$ cat src/rtl/alu_result_stage_if.sv
// Result-stage bus: ALU result and key levels in, held/display values out.
// slave = the result stage, master = the ALU/board side driving it.
interface alu_result_stage_if #(
  parameter int WIDTH = 8,
  parameter int DEPTH = 4
);
  localparam int CW = $clog2(DEPTH + 1);

  logic [WIDTH-1:0] alu_in;
  logic [2:0]       func;
  logic             load;
  logic             recall;
  logic [WIDTH-1:0] q;
  logic [3:0]       b_fb;
  logic [WIDTH-1:0] disp;
  logic             recall_active;
  logic [CW-1:0]    count;
  logic             ovf;

  modport slave (
    input  alu_in, func, load, recall,
    output q, b_fb, disp, recall_active,
    output count, ovf
  );

  modport master (
    output alu_in, func, load, recall,
    input  q, b_fb, disp, recall_active,
    input  count, ovf
  );
endinterface

$ cat src/rtl/alu_result_stage.sv
// Result register + DEPTH-entry history with recall view and idle timeout.
// Ports: clock, resetn (async low), io (slave): alu_in/func/load/recall in;
// q/b_fb/disp/recall_active/count/ovf out. Optional ALU_RESULT_STAGE_OVF_EN.
module alu_result_stage #(
  parameter int WIDTH   = 8,
  parameter int DEPTH   = 4,
  parameter int TIMEOUT = 50_000_000
) (
  input  logic              clock,
  input  logic              resetn,
  alu_result_stage_if.slave io
);
  localparam int CW = $clog2(DEPTH + 1);
  localparam int IW = (DEPTH > 1) ? $clog2(DEPTH) : 1;
  localparam int TW = $clog2(TIMEOUT + 1);

  typedef enum logic {LIVE, RECALL} state_t;

  logic [1:0] load_sync;
  logic [1:0] recall_sync;
  logic       load_prev;
  logic       recall_prev;
  logic       load_press;
  logic       recall_press;

  logic [WIDTH-1:0] q_r;
  logic [WIDTH-1:0] hist [DEPTH];
  logic [CW-1:0]    count_r;

  state_t        state_q, state_d;
  logic [IW-1:0] idx_q, idx_d;
  logic [TW-1:0] tmr_q, tmr_d;
  logic          idx_last;
  logic          tmr_done;

  always_ff @(posedge clock or negedge resetn) begin
    if (!resetn) begin
      load_sync   <= '0;
      recall_sync <= '0;
      load_prev   <= 1'b0;
      recall_prev <= 1'b0;
    end else begin
      load_sync   <= {load_sync[0], io.load};
      recall_sync <= {recall_sync[0], io.recall};
      load_prev   <= load_sync[1];
      recall_prev <= recall_sync[1];
    end
  end

  assign load_press   = load_sync[1] & ~load_prev;
  assign recall_press = recall_sync[1] & ~recall_prev;

  always_ff @(posedge clock or negedge resetn) begin
    if (!resetn) begin
      q_r     <= '0;
      count_r <= '0;
      for (int i = 0; i < DEPTH; i++) hist[i] <= '0;
    end else if (load_press) begin
      q_r     <= io.alu_in;
      hist[0] <= q_r;
      for (int i = 1; i < DEPTH; i++) hist[i] <= hist[i-1];
      if (count_r != CW'(DEPTH)) count_r <= count_r + CW'(1);
    end
  end

  assign idx_last = (CW'(idx_q) + CW'(1)) == count_r;
  assign tmr_done = tmr_q == TW'(TIMEOUT - 1);

  always_ff @(posedge clock or negedge resetn) begin
    if (!resetn) begin
      state_q <= LIVE;
      idx_q   <= '0;
      tmr_q   <= '0;
    end else begin
      state_q <= state_d;
      idx_q   <= idx_d;
      tmr_q   <= tmr_d;
    end
  end

  // A capture always wins and drops any same-cycle recall press.
  always_comb begin
    state_d = state_q;
    idx_d   = idx_q;
    tmr_d   = tmr_q;
    if (load_press) begin
      state_d = LIVE;
      idx_d   = '0;
      tmr_d   = '0;
    end else begin
      unique case (state_q)
        LIVE: begin
          if (recall_press && count_r != '0) begin
            state_d = RECALL;
            idx_d   = '0;
            tmr_d   = '0;
          end
        end
        RECALL: begin
          unique case (1'b1)
            recall_press && idx_last: begin
              state_d = LIVE;
              idx_d   = '0;
              tmr_d   = '0;
            end
            recall_press && !idx_last: begin
              idx_d = idx_q + IW'(1);
              tmr_d = '0;
            end
            !recall_press && tmr_done: begin
              state_d = LIVE;
              idx_d   = '0;
              tmr_d   = '0;
            end
            default: tmr_d = tmr_q + TW'(1);
          endcase
        end
        default: begin
          state_d = LIVE;
          idx_d   = '0;
          tmr_d   = '0;
        end
      endcase
    end
  end

  assign io.q             = q_r;
  assign io.b_fb          = q_r[3:0];
  assign io.count         = count_r;
  assign io.recall_active = (state_q == RECALL);
  assign io.disp          = (state_q == RECALL) ? hist[idx_q] : q_r;

`ifdef ALU_RESULT_STAGE_OVF_EN
  logic ovf_r;
  // Adder-class functions: bit 4 of the result is the carry out.
  always_ff @(posedge clock or negedge resetn) begin
    if (!resetn) ovf_r <= 1'b0;
    else if (load_press && io.func inside {3'b000, 3'b001, 3'b010}
             && io.alu_in[4])
      ovf_r <= 1'b1;
  end
  assign io.ovf = ovf_r;
`else
  logic unused_func;
  assign unused_func = ^io.func;
  assign io.ovf = 1'b0;
`endif
endmodule

$ cat src/flat_wrapper.sv
// flat-port wrapper written by rule: the top's interface ports become plain ports
module alu_result_stage_flat 
#(
  parameter int WIDTH   = 8,
  parameter int DEPTH   = 4,
  parameter int TIMEOUT = 50_000_000
)
  (clock, resetn, io_alu_in, io_func, io_load, io_recall, io_q, io_b_fb, io_disp, io_recall_active, io_count, io_ovf);
  alu_result_stage_if #(.WIDTH(WIDTH), .DEPTH(DEPTH)) io_i ();
  input  logic clock;
  input  logic resetn;
  input wire logic [$bits(io_i.alu_in)-1:0] io_alu_in;
  input wire logic [$bits(io_i.func)-1:0] io_func;
  input wire logic [$bits(io_i.load)-1:0] io_load;
  input wire logic [$bits(io_i.recall)-1:0] io_recall;
  output wire logic [$bits(io_i.q)-1:0] io_q;
  output wire logic [$bits(io_i.b_fb)-1:0] io_b_fb;
  output wire logic [$bits(io_i.disp)-1:0] io_disp;
  output wire logic [$bits(io_i.recall_active)-1:0] io_recall_active;
  output wire logic [$bits(io_i.count)-1:0] io_count;
  output wire logic [$bits(io_i.ovf)-1:0] io_ovf;
  assign io_i.alu_in = io_alu_in;
  assign io_i.func = io_func;
  assign io_i.load = io_load;
  assign io_i.recall = io_recall;
  assign io_q = io_i.q;
  assign io_b_fb = io_i.b_fb;
  assign io_disp = io_i.disp;
  assign io_recall_active = io_i.recall_active;
  assign io_count = io_i.count;
  assign io_ovf = io_i.ovf;
  alu_result_stage #(.WIDTH(WIDTH), .DEPTH(DEPTH), .TIMEOUT(TIMEOUT)) u_core (.clock(clock), .resetn(resetn), .io(io_i));
endmodule
$ cat config.mk
export PLATFORM = sky130hd
export DESIGN_NAME = alu_result_stage_flat
export DESIGN_NICKNAME = d
export VERILOG_FILES = /design/src/rtl/alu_result_stage_if.sv /design/src/rtl/alu_result_stage.sv /design/src/flat_wrapper.sv
export SDC_FILE = /design/constraint.sdc
export NUM_CORES = 1
export LEC_CHECK = 0
export ABC_CLOCK_PERIOD_IN_PS = 3600
export BUFFER_PORTS_ARGS = -buffer_cell sky130_fd_sc_hd__buf_2
export CORE_ASPECT_RATIO = 1.75
export CORE_MARGIN = 2
export CORE_UTILIZATION = 60
export DETAILED_ROUTE_END_ITERATION = 6
export PLACE_DENSITY = 0.81
export SYNTH_ARGS = -nofsm -noshare
export SYNTH_HDL_FRONTEND = slang
export SYNTH_SLANG_ARGS = --single-unit
$ cat constraint.sdc
create_clock -name clock -period 3.6 [get_ports clock]
set_input_delay 0.18 -clock clock [delete_from_list [all_inputs] [get_ports clock]]
set_output_delay 0.18 -clock clock [all_outputs]
set_load 0.02 [all_outputs]
Word-level counts from Yosys, hierarchy flattened
Index checks and enable logic that the tools add are counted.
Widths: inputs -> output; s select.
- add/sub/neg operators: 4
- reduce and logical (&&, ||, !) cells: 11
- bitwise logic cells: 6
- muxes and demuxes: 16
- equal/unequal tests: 5
- order comparisons: 1
- operators with widths (cell ; count):
    $mux 26 ; 3
    $pmux 26 s2 ; 1
    $add 26x1->26 const B ; 1
    $eq 26x26->1 const B ; 1
    $mux 8 ; 3
    $bmux 8 s2 ; 1
    $pmux 2 s2 ; 2
    $logic_and 1x1->1 ; 4
    $mux 2 ; 2
    $ne 4x3->1 const B ; 1
    $reduce_and 2->1 ; 2
    $add 2x1->3 const B ; 1
    $add 3x1->3 const B ; 1
    $eq 3x3->1 ; 1
    $ge 3x3->1 const B ; 1
    $mux 1 ; 3
    $ne 3x1->1 const B ; 1
    $ne 3x3->1 const B ; 1
    $not 1->1 ; 3
    $not 2->3 ; 1
    $reduce_bool 3->1 ; 1
    $reduce_or 3->1 ; 1
    $add 2x1->2 const B ; 1
    $and 1x1->1 ; 2
    other kinds (3) ; 4
- output and inout port bits: 25
- flip-flop bits (word level): 78

Depth between registers and ports, before layout
Gate-level depths: netlist (run 1).
- depth in word-level cells: 8
- gate-level depth with buffers: 9
- mapped depth without buffers: 7

Least setup slack after synthesis (run 1)
Ideal clock, no wire load.
- kind: register -> register
- start point: register u_core.tmr_q[0]
- end point: register u_core.tmr_q[1]
- clock period less this slack: 2.081 ns
- required time: 3.478 ns
- data arrival time: 1.959 ns
- setup time: 0.122 ns
- path slack: 1.519 ns
- cell stages (with the launch flop): 9
- path through: dfrtp_1 -> ha_1 -> and3_1 -> buf_2 -> nand3_1 -> or4_4 -> buf_6 -> buf_6 -> a32o_1
- longest elaborated chain between the ends: 6
- elaborated cells between the ends (all ways): 7
- ends and longest elaborated chain (what ; RTL line ; source):
    start: declaration ; alu_result_stage.sv:32 ; logic [TW-1:0] tmr_q, tmr_d;
    start signal: assignment ; alu_result_stage.sv:77 ; tmr_q <= tmr_d;
    parallel branches: the longest is 3 deep, another holds $add 26x1->26 ; - ;
    $mux 26 (*) ; alu_result_stage.sv:100 ; unique case (1'b1)
    $pmux 26 s2 (*) ; alu_result_stage.sv:91 ; unique case (state_q)
    $mux 26 (*) ; alu_result_stage.sv:86 ; if (load_press) begin
Mark *: on every way between the ends.
A chain may end at the register's enable or synchronous reset.

Worst setup path in the final report (run 1)
- start point: register u_core.tmr_q[0]
- end point: register u_core.tmr_q[25]
Same word-level chain as after synthesis.

==> results of run 1 <==
timing repair:
item | 4_1_cts | 5_1_grt
endpoints found under the setup margin | 0 | 0
endpoints found under the hold margin | 2 | 0
gates resized for setup | 0 | 0
hold buffers | 2 | 0
final timing paths:
check	from	depth (start not counted)	endpoint	slack [ns]
min in group clock	io_alu_in[1]	3	u_core.io.q[1]	0.03
min reg2reg	u_core.load_sync[0]	0	u_core.load_sync[1]	0.35
min	resetn	1	u_core.tmr_q[4]	-0.009
max reg2reg	u_core.tmr_q[0]	6	u_core.tmr_q[25]	1.06
max	u_core.tmr_q[0]	6	u_core.tmr_q[25]	1.06
max in group asynchronous	resetn	1	u_core.tmr_q[0]	2.98
cells in the mapped netlist, drive strengths merged, types with 3 or more instances:
library cell	count
mux4	8
nand3	19
a31oi	24
ha	4
nor3	3
xnor2	3
and4	5
buf	16
and3	9
nand4	14
nand2	136
nor2	9
a41oi	3
inv	9
clkbuf	19
and2	3
dfrtp	78
mux2i	6
o22ai	5
mux2	8
a21oi	8
o21ai	7
cell type report:
| cell class | instances | area, um^2 | share of cell area |
|---|---|---|---|
| sequential | 78 | 1950 | 0.444 |
| multi-input combinational | 299 | 1780 | 0.406 |
| clock buffer | 13 | 270 | 0.0615 |
| inverter | 9 | 33.8 | 0.00769 |
| timing repair buffer | 42 | 235 | 0.0535 |
| clock inverter | 3 | 17.5 | 0.00399 |
| tap | 82 | 103 | 0.0234 |
metal layers:
metal,track usage,part of all wire,vias to the layer above
li1,-,-,1494
met1,0.305,0.38,1551
met2,0.422,0.54,107
met3,0.0528,0.042,25
met4,0.150,0.038,0
met5,0,0,-
power breakdown:
| group | total (mW) | leakage, nW | switching [mW] | internal (mW) |
|---|---|---|---|---|
| sequential | 1.14 | 1.02 | 0.149 | 0.993 |
| combinational | 0.618 | 0.913 | 0.355 | 0.263 |
| clock | 0.863 | 0.142 | 0.342 | 0.521 |
| total | 2.62 | 2.07 | 0.846 | 1.78 |
state kept, by name, summed over array words and instances, names as in the netlist:
name                     cells
u_core.load_sync             2
u_core.recall_prev           1
u_core.idx_q                 2
u_core.io.recall_active      1
u_core.load_prev             1
u_core.io.count              3
u_core.recall_sync           2
u_core.tmr_q                26
u_core.io.q                  8
u_core.hist                 32
kinds of logic (layout without fill, tap and decap cells):
group	Yosys count	in the layout	share of synthesized area
multiplexers	22	22	0.0840
AO/OA/AOI/OAI	56	56	0.0964
adder cells (fa/ha/maj)	4	4	0.0127
other	1	1	0.000954
buffers and inverters	44	67	0.0528
flip-flops	78	78	0.496
AND/OR/NAND/NOR	211	211	0.245
XOR/XNOR	5	5	0.0111
==> flow_summary.yaml, run 1 <==
sta:
  worstMarginPinSlew_ns: 0.961
  slew_headroom: 0.359
  hold_viol_final: 3
  finalWorstPathRequiredPeriod_ns: 2.54
  setup_tns_ns: 0
  setup_violations: 0
  clock.fmax_mhz: 394
  slew_violations: 0
  fin_crit_sh: 0.705
  timing.hold.ws_ns: -0.00852
  setup_ws_ns: 1.06
  rsz0062_at_grt: "false"
  clock_skew_ns: 0.00631
die:
  die-area_um2: 7240
  die_h_um: 111
  start_util: 0.610
  fp.dieW_um: 65.2
  num_rows: 39
  design.core.area_um2: 6440
  ios: 40
clock_tree:
  cts_inserted_buffers: 9
  clockBufferDepth: 2
  clk_pin_slew_ns: 0.06
  htreeDepth: 3
  cts_tree: "built"
  insertion_delay_ns: 0.34
  numClockSinks: 78
  ctsRootBufferMaster: "clkbuf_16"
  post_cts.repair.setup_buffers: 0
layout:
  layout_common_cells: "136 x nand2_1, 78 x dfrtp_1, 34 x buf_2"
  final_layout_size_suffix_gt1_frac: 0.173
  layout_commonest_cell: "nand2_1"
  instances_no_fill: 526
  num-nets-final: 458
  n_antenna_cell: 0
  syn2layout_area_growth_pct: 11.7
  nFillCells: 507
  final_area_um2: 4390
  final_core_util: 0.682
logic_synthesis:
  synth.area.top_cells: "dfrtp_1 50%, nand2_1 13%, mux4_2 4.6%, a31oi_1 3.8%, nand3_1 2.4%"
  syn_area_per_cell_um2: 9.34
  syn_area_um2: 3930
  synth_top_area_share: 0.496
  ys_ff_latch: 78
  yosysSeqAreaShare: 0.496
  synthDistinctLibCells: 47
  ys.warnings.count: 0
  synth_top_area_cell: "dfrtp_1"
  synthCells: 421
  synth_fp_nets: 440
  synth-edff-count: 0
  synthArstFlopShare: 1.00
  synth_ff_type: "dfrtp_1"
worst_setup_path:
  crit_path_end_kind: "flop"
  cp_num_buf_inv: 0
  crit_type: "reg2reg"
  critPathLaunchType: "flop"
  crit_family: "simple AND/OR/NAND/NOR gates"
  cp_max_fo: 38
  crit_arrival_ns: 2.74
  slowest_delay_ns: 0.73
  cp.required_ns: 3.80
  slowest_stage: "or4_4"
  crit_chain: "ha_1 -> and3_1 -> nand3_1 -> or4_4 -> nand2_1 -> o22ai_1"
global_routing:
  grt_pass1_wl_um: 14400
  grt_use_total: 0.257
  grt_pass1_vias: 3094
  antenna_found_initial: 0
  grt.overflow.total: 0
  grt_max_degree: 79
drt:
  wl_per_cell_um: 15.9
  drc: 0
  drt.antenna.violating_nets: 0
  drt_wl_total_um: 8380
  vias_per_cell: 6.04
  routed-via-count: 3177
  drtPass1Iterations: 4
  dr.first_iter.drc_count: 259
place:
  dp.cells: 508
  post-place-ws_ns: 1.09
  placed_cell_area_um2: 4090
  port_buffers: 35
  gp_congestion: 0.864
  dpl.hpwl_um: 5490
power_and_ir_drop:
  power_mw: 2.62
  p_leak_nw: 2.07
  peakVddDrop_v: 0.000538
  power_density_nw_per_um2: 597
status:
  status: "complete, but fails checks"
  violations: "negative hold slack"
min_path:
  hold_path_class: "in2async"
run:
  max-cap-violations: 0
(Power assumes the default switching activity.)
==> run 2: changes to the inputs <==
- ABC_CLOCK_PERIOD_IN_PS: 3600 -> 2400
- CORE_UTILIZATION: 60 -> 59
- PLACE_DENSITY: 0.81 -> 0.8
- clock period: 3.6 -> 2.4 ns (I/O delays scaled with it)
==> run 2 against run 1 <==
Against the previous run: the run now ends clean; clock skew hardly changed; via count is 1.4% higher; maximum frequency is 15% higher; clock power is 52% higher; non-clock buffer count is 17 higher; die area is 1.6% higher; count of clock-buffer cells in the layout is 2 lower; combinational power is 67% higher; final cell count is 3.2% higher; sequential share of layout area is 1.5 points lower; worst setup slack worse by 0.88 ns; sequential power is 45% higher; critical path type unchanged.
==> flow_summary.yaml, run 2 (synthesized netlist as in run 1, its figures left out) <==
place:
  dpl.hpwl_um: 5430
  port_buffers: 35
  post-place-ws_ns: 0.219
  gp_congestion: 0.843
layout:
  top_register: "u_core.hist"
  layout_commonest_cell: "nand2_1"
  num-nets-final: 475
  syn2layout_area_growth_pct: 15.8
  multi_input_comb_area_um2: 1780
  layout_common_cells: "136 x nand2_1, 78 x dfrtp_1, 34 x buf_2"
  final_core_util: 0.701
  nFillCells: 457
  n_antenna_cell: 0
  regArea_um2: 1950
  final_layout_size_suffix_gt1_frac: 0.182
  largest_reg_flops: 32
clock_tree:
  post_cts_resized: 0
  ctsRootBufferMaster: "clkbuf_16"
  insertion_delay_ns: 0.34
  cts_inserted_buffers: 9
  cts_tree: "built"
  clk_pin_slew_ns: 0.06
  numClockSinks: 78
  clockBufferDepth: 2
  htreeDepth: 3
sta:
  clock.fmax_mhz: 451
  finalWorstPathRequiredPeriod_ns: 2.22
  hold_viol_final: 0
  setup_tns_ns: 0
  rsz0062_at_grt: "false"
  setup_ws_ns: 0.185
  clock_skew_ns: 0.00590
  worstMarginPinSlew_ns: 0.961
  slew_headroom: 0.360
  slew_violations: 0
  fin_crit_sh: 0.923
  setup_violations: 0
global_routing:
  grt.overflow.total: 0
  grt_pass1_wl_um: 14600
  grt_pass1_vias: 3220
  grt_max_degree: 79
  grt_use_total: 0.257
  antenna_found_initial: 0
worst_setup_path:
  critPathLaunchType: "flop"
  cp_max_fo: 22
  crit_path_end_kind: "flop"
  crit_arrival_ns: 2.42
  cp.required_ns: 2.61
  crit_type: "reg2reg"
status:
  status: "complete, no violations"
drt:
  dr.first_iter.drc_count: 241
  drt.antenna.violating_nets: 0
  drtPass1Iterations: 4
  vias_per_cell: 5.93
  drt_wl_total_um: 8510
  drc: 0
  wl_per_cell_um: 15.7
  routed-via-count: 3221
run:
  max-cap-violations: 0
power_and_ir_drop:
  p_leak_nw: 2.15
  peakVddDrop_v: 0.000661
  power_density_nw_per_um2: 875
min_path:
  hold_path_class: "reg2reg"
die:
  die_h_um: 112
  fp.dieW_um: 65.7
  ios: 40
  design.core.area_um2: 6490
  num_rows: 39
  die-area_um2: 7360
  start_util: 0.606
==> run 2: changes by cell type in the layout (fill, tap and decap cells not counted), moves of 2 or more <==
cell	delta
clkbuf_8	-3
clkinv_2	+2
buf_4	+7
dlygate4sd3_1	+9
==> run 2: what timing repair did <==
item,4_1_cts,5_1_grt
setup buffers,0,0
hold buffers,11,0
hold endpoints to repair,88,0
endpoints found under the setup margin,0,0
==> run 2: cell type report <==
| class | instances | area share |
|---|---|---|
| sequential | 78 | 0.429 |
| tap | 82 | 0.0225 |
| clock inverter | 5 | 0.0110 |
| inverter | 9 | 0.00742 |
| multi-input combinational | 299 | 0.392 |
| clock buffer | 11 | 0.0511 |
| timing repair buffer | 59 | 0.0874 |
==> run 2: worst paths after layout <==
path                                            start               endpoint  slack [ns]  cells past startpoint
worst max-delay path                  u_core.tmr_q[0]        u_core.tmr_q[8]        0.18                      7
worst min-delay path            u_core.recall_sync[0]  u_core.recall_sync[1]        0.35                      0
worst max register to register        u_core.tmr_q[0]        u_core.tmr_q[8]        0.18                      7
worst min register to register  u_core.recall_sync[0]  u_core.recall_sync[1]        0.35                      0
max in group asynchronous                      resetn       u_core.tmr_q[15]        1.30                      2
min in group asynchronous                      resetn        u_core.tmr_q[3]        0.47                      2
==> run 2: metal layers <==
layer	share of wire	up-vias	wire, um	global-route usage
met2	0.54	83	4610	0.428
li1	-	1536	-	-
met5	0	-	0	0
met3	0.034	19	288	0.0505
met4	0.027	0	230	0.136
met1	0.40	1583	3390	0.305
==> run 2: worst max-delay path, cell delays in order, from the launching register on <==
cell and delay (ns):
dfrtp_1 0.43, ha_1 0.21, and3_1 0.20, nand3_1 0.12, or4_4 0.66, buf_4 0.23, a31oi_1 0.14, o22ai_1 0.09
==> run 2: metrics by stage <==
stage | total power, mW | instance area [um^2] | hold WS [ns] | instances
after global placement | 2.63 | 4160 | 0.228 | 516
final | 3.98 | 4550 | 0.355 | 543
after detailed placement | 2.67 | 4160 | 0.231 | 516
after global routing | 4.18 | 4550 | 0.366 | 543
after floorplan | 2.36 | 3930 | -0.176 | 421
after CTS | 4.01 | 4550 | 0.363 | 543
==> run 2: report_power, final <==
group / switching [mW] / internal [mW] / total, mW / leakage [nW]
registers: 0.159 / 1.49 / 1.65 / 1.02
clock network: 0.508 / 0.798 / 1.31 / 0.143
logic: 0.600 / 0.429 / 1.03 / 0.994
==> run 3: changes to the inputs <==
- ABC_AREA: default -> 1
==> run 3 against run 2 <==
Against the previous run: critical path depth shrank 2; combinational power about the same; routed wire length shrank 0.26%; utilization about the same; register-to-register slack better by 0.38 ns; cell area is 1.5% higher; synthesized cell count up 24%; flip-flop and latch count unchanged.
==> flow_summary.yaml, run 3 <==
status:
  status: "complete, no violations"
drt:
  routed-via-count: 3466
  drt.antenna.violating_nets: 0
  drc: 0
  vias_per_cell: 5.34
  dr.first_iter.drc_count: 236
  drtPass1Iterations: 4
  wl_per_cell_um: 13.1
  drt_wl_total_um: 8490
clock_tree:
  clk_pin_slew_ns: 0.06
  post_cts.repair.setup_buffers: 0
  ctsRootBufferMaster: "clkbuf_16"
  cts_tree: "built"
  numClockSinks: 78
  htreeDepth: 3
  clockBufferDepth: 2
  cts_inserted_buffers: 9
  insertion_delay_ns: 0.33
die:
  start_util: 0.610
  ios: 40
  die-area_um2: 7520
  num_rows: 39
  fp.dieW_um: 66.4
  design.core.area_um2: 6590
  die_h_um: 113
power_and_ir_drop:
  p_leak_nw: 2.18
  peakVddDrop_v: 0.000627
  power_density_nw_per_um2: 869
  power_mw: 4.01
sta:
  finalWorstPathRequiredPeriod_ns: 1.96
  timing.hold.ws_ns: 0.00869
  slew_headroom: 0.349
  clock.fmax_mhz: 510
  worstMarginPinSlew_ns: 0.976
  slew_violations: 0
  rsz0062_at_grt: "false"
  hold_viol_final: 0
  setup_violations: 0
  clock_skew_ns: 0.00645
  fin_crit_sh: 0.817
  setup_tns_ns: 0
logic_synthesis:
  synth.area.top_cells: "dfrtp_1 49%, nand2_1 14%, nor2_1 6.0%, o21ai_0 5.7%, inv_1 5.0%"
  synth_top_area_cell: "dfrtp_1"
  synth_common_cells: "155 x nand2_1, 78 x dfrtp_1, 64 x nor2_1, 54 x inv_1, 46 x o21ai_0"
  syn_area_um2: 4020
  synth_fp_nets: 541
  yosysSeqAreaShare: 0.485
  synthCells: 522
  synth_top_area_share: 0.485
  syn_area_per_cell_um2: 7.70
  synthDistinctLibCells: 32
  synth-edff-count: 0
  ys.warnings.count: 0
  synthArstFlopShare: 1.00
  synth_most_common_cell: "nand2_1"
  synth_ff_type: "dfrtp_1"
  ys_ff_latch: 78
worst_setup_path:
  crit_family: "flip-flops"
  crit_chain: "inv_1 -> a21oi_1 -> o21ai_0 -> a31oi_1 -> buf_2"
  crit_path_end_kind: "output port"
  cp.required_ns: 2.28
  crit_arrival_ns: 1.84
  cp_num_buf_inv: 2
  crit_type: "reg2out"
  cp_max_fo: 16
  slowest_delay_ns: 0.52
  critPathLaunchType: "flop"
  slowest_stage: "dfrtp_1"
layout:
  syn2layout_area_growth_pct: 14.9
  multi_input_comb_area_um2: 1730
  final_core_util: 0.701
  n_antenna_cell: 0
  largest_reg_flops: 32
  top_register: "u_core.hist"
  final_layout_size_suffix_gt1_frac: 0.129
  layout_common_cells: "155 x nand2_1, 78 x dfrtp_1, 64 x nor2_1"
  num-nets-final: 581
  layout_commonest_cell: "nand2_1"
  nFillCells: 509
  regArea_um2: 1950
global_routing:
  grt_use_total: 0.256
  grt_pass1_wl_um: 14800
  antenna_found_initial: 0
  grt.overflow.total: 0
  grt_max_degree: 79
  grt_pass1_vias: 3499
place:
  dpl.hpwl_um: 5820
  gp_congestion: 0.966
  port_buffers: 35
min_path:
  hold_path_class: "in2reg"
run:
  max-cap-violations: 0
==> run 3: final timing paths <==
| kind | startpoint | endpoint | slack [ns] | depth (start not counted) |
|---|---|---|---|---|
| max | u_core.idx_q[0] | io_disp[1] | 0.44 | 5 |
| min | io_alu_in[5] | u_core.io.q[5] | 0.009 | 3 |
| max reg2reg | u_core.io.count[0] | u_core.tmr_q[14] | 0.56 | 9 |
| min reg2reg | u_core.load_sync[0] | u_core.load_sync[1] | 0.35 | 0 |
| max in group asynchronous | resetn | u_core.hist[23] | 1.28 | 2 |
| min in group asynchronous | resetn | u_core.tmr_q[5] | 0.48 | 2 |
==> run 3: cell type report <==
cell class	count	area share
repair buffers	50	0.0682
multi-input cells	366	0.375
well taps	82	0.0222
clock buffers	9	0.0487
inverters	57	0.0474
clock inverters	7	0.0162
flip-flops and latches	78	0.422
==> run 3: tightest hold or removal path, delay by kind of cell <==
kind,cells,cell delay (ns)
buffers and inverters,1,0.08
and+or+nand+nor,2,0.11
==> run 3: per-stage QoR <==
step	instance area [um^2]	setup WS [ns]	instances
after floorplan	4020	0.770	522
after global placement	4220	0.602	623
after detailed placement	4220	0.577	623
after CTS	4620	0.440	649
after global routing	4620	0.284	649
final	4620	0.439	649
==> run 3: timing repair <==
action	CTS	global route
gates resized for setup	0	0
hold buffers	10	0
endpoints found under the hold margin	82	0
==> run 3: cells by family after synthesis <==
family / after synthesis / share of synthesized area
buf+inv: 78 / 0.0852
fa+ha+maj: 4 / 0.0124
xor+xnor: 15 / 0.0327
other cells: 1 / 0.000933
mux: 1 / 0.00249
compound gates: 76 / 0.100
flops: 78 / 0.485
simple gates: 269 / 0.280
==> run 3: routing by layer <==
layer,GRT usage,up-vias,share of wire
li1,-,1720,-
met1,0.280,1618,0.39
met2,0.451,98,0.54
met3,0.0417,30,0.036
met4,0.151,0,0.037
met5,0,-,0
==> run 3: power by group <==
part           switching [mW]  total [mW]  internal [mW]
Clock                   0.540        1.35          0.806
Sequential              0.146        1.63           1.49
Combinational           0.684        1.03          0.350
Total                    1.37        4.01           2.64
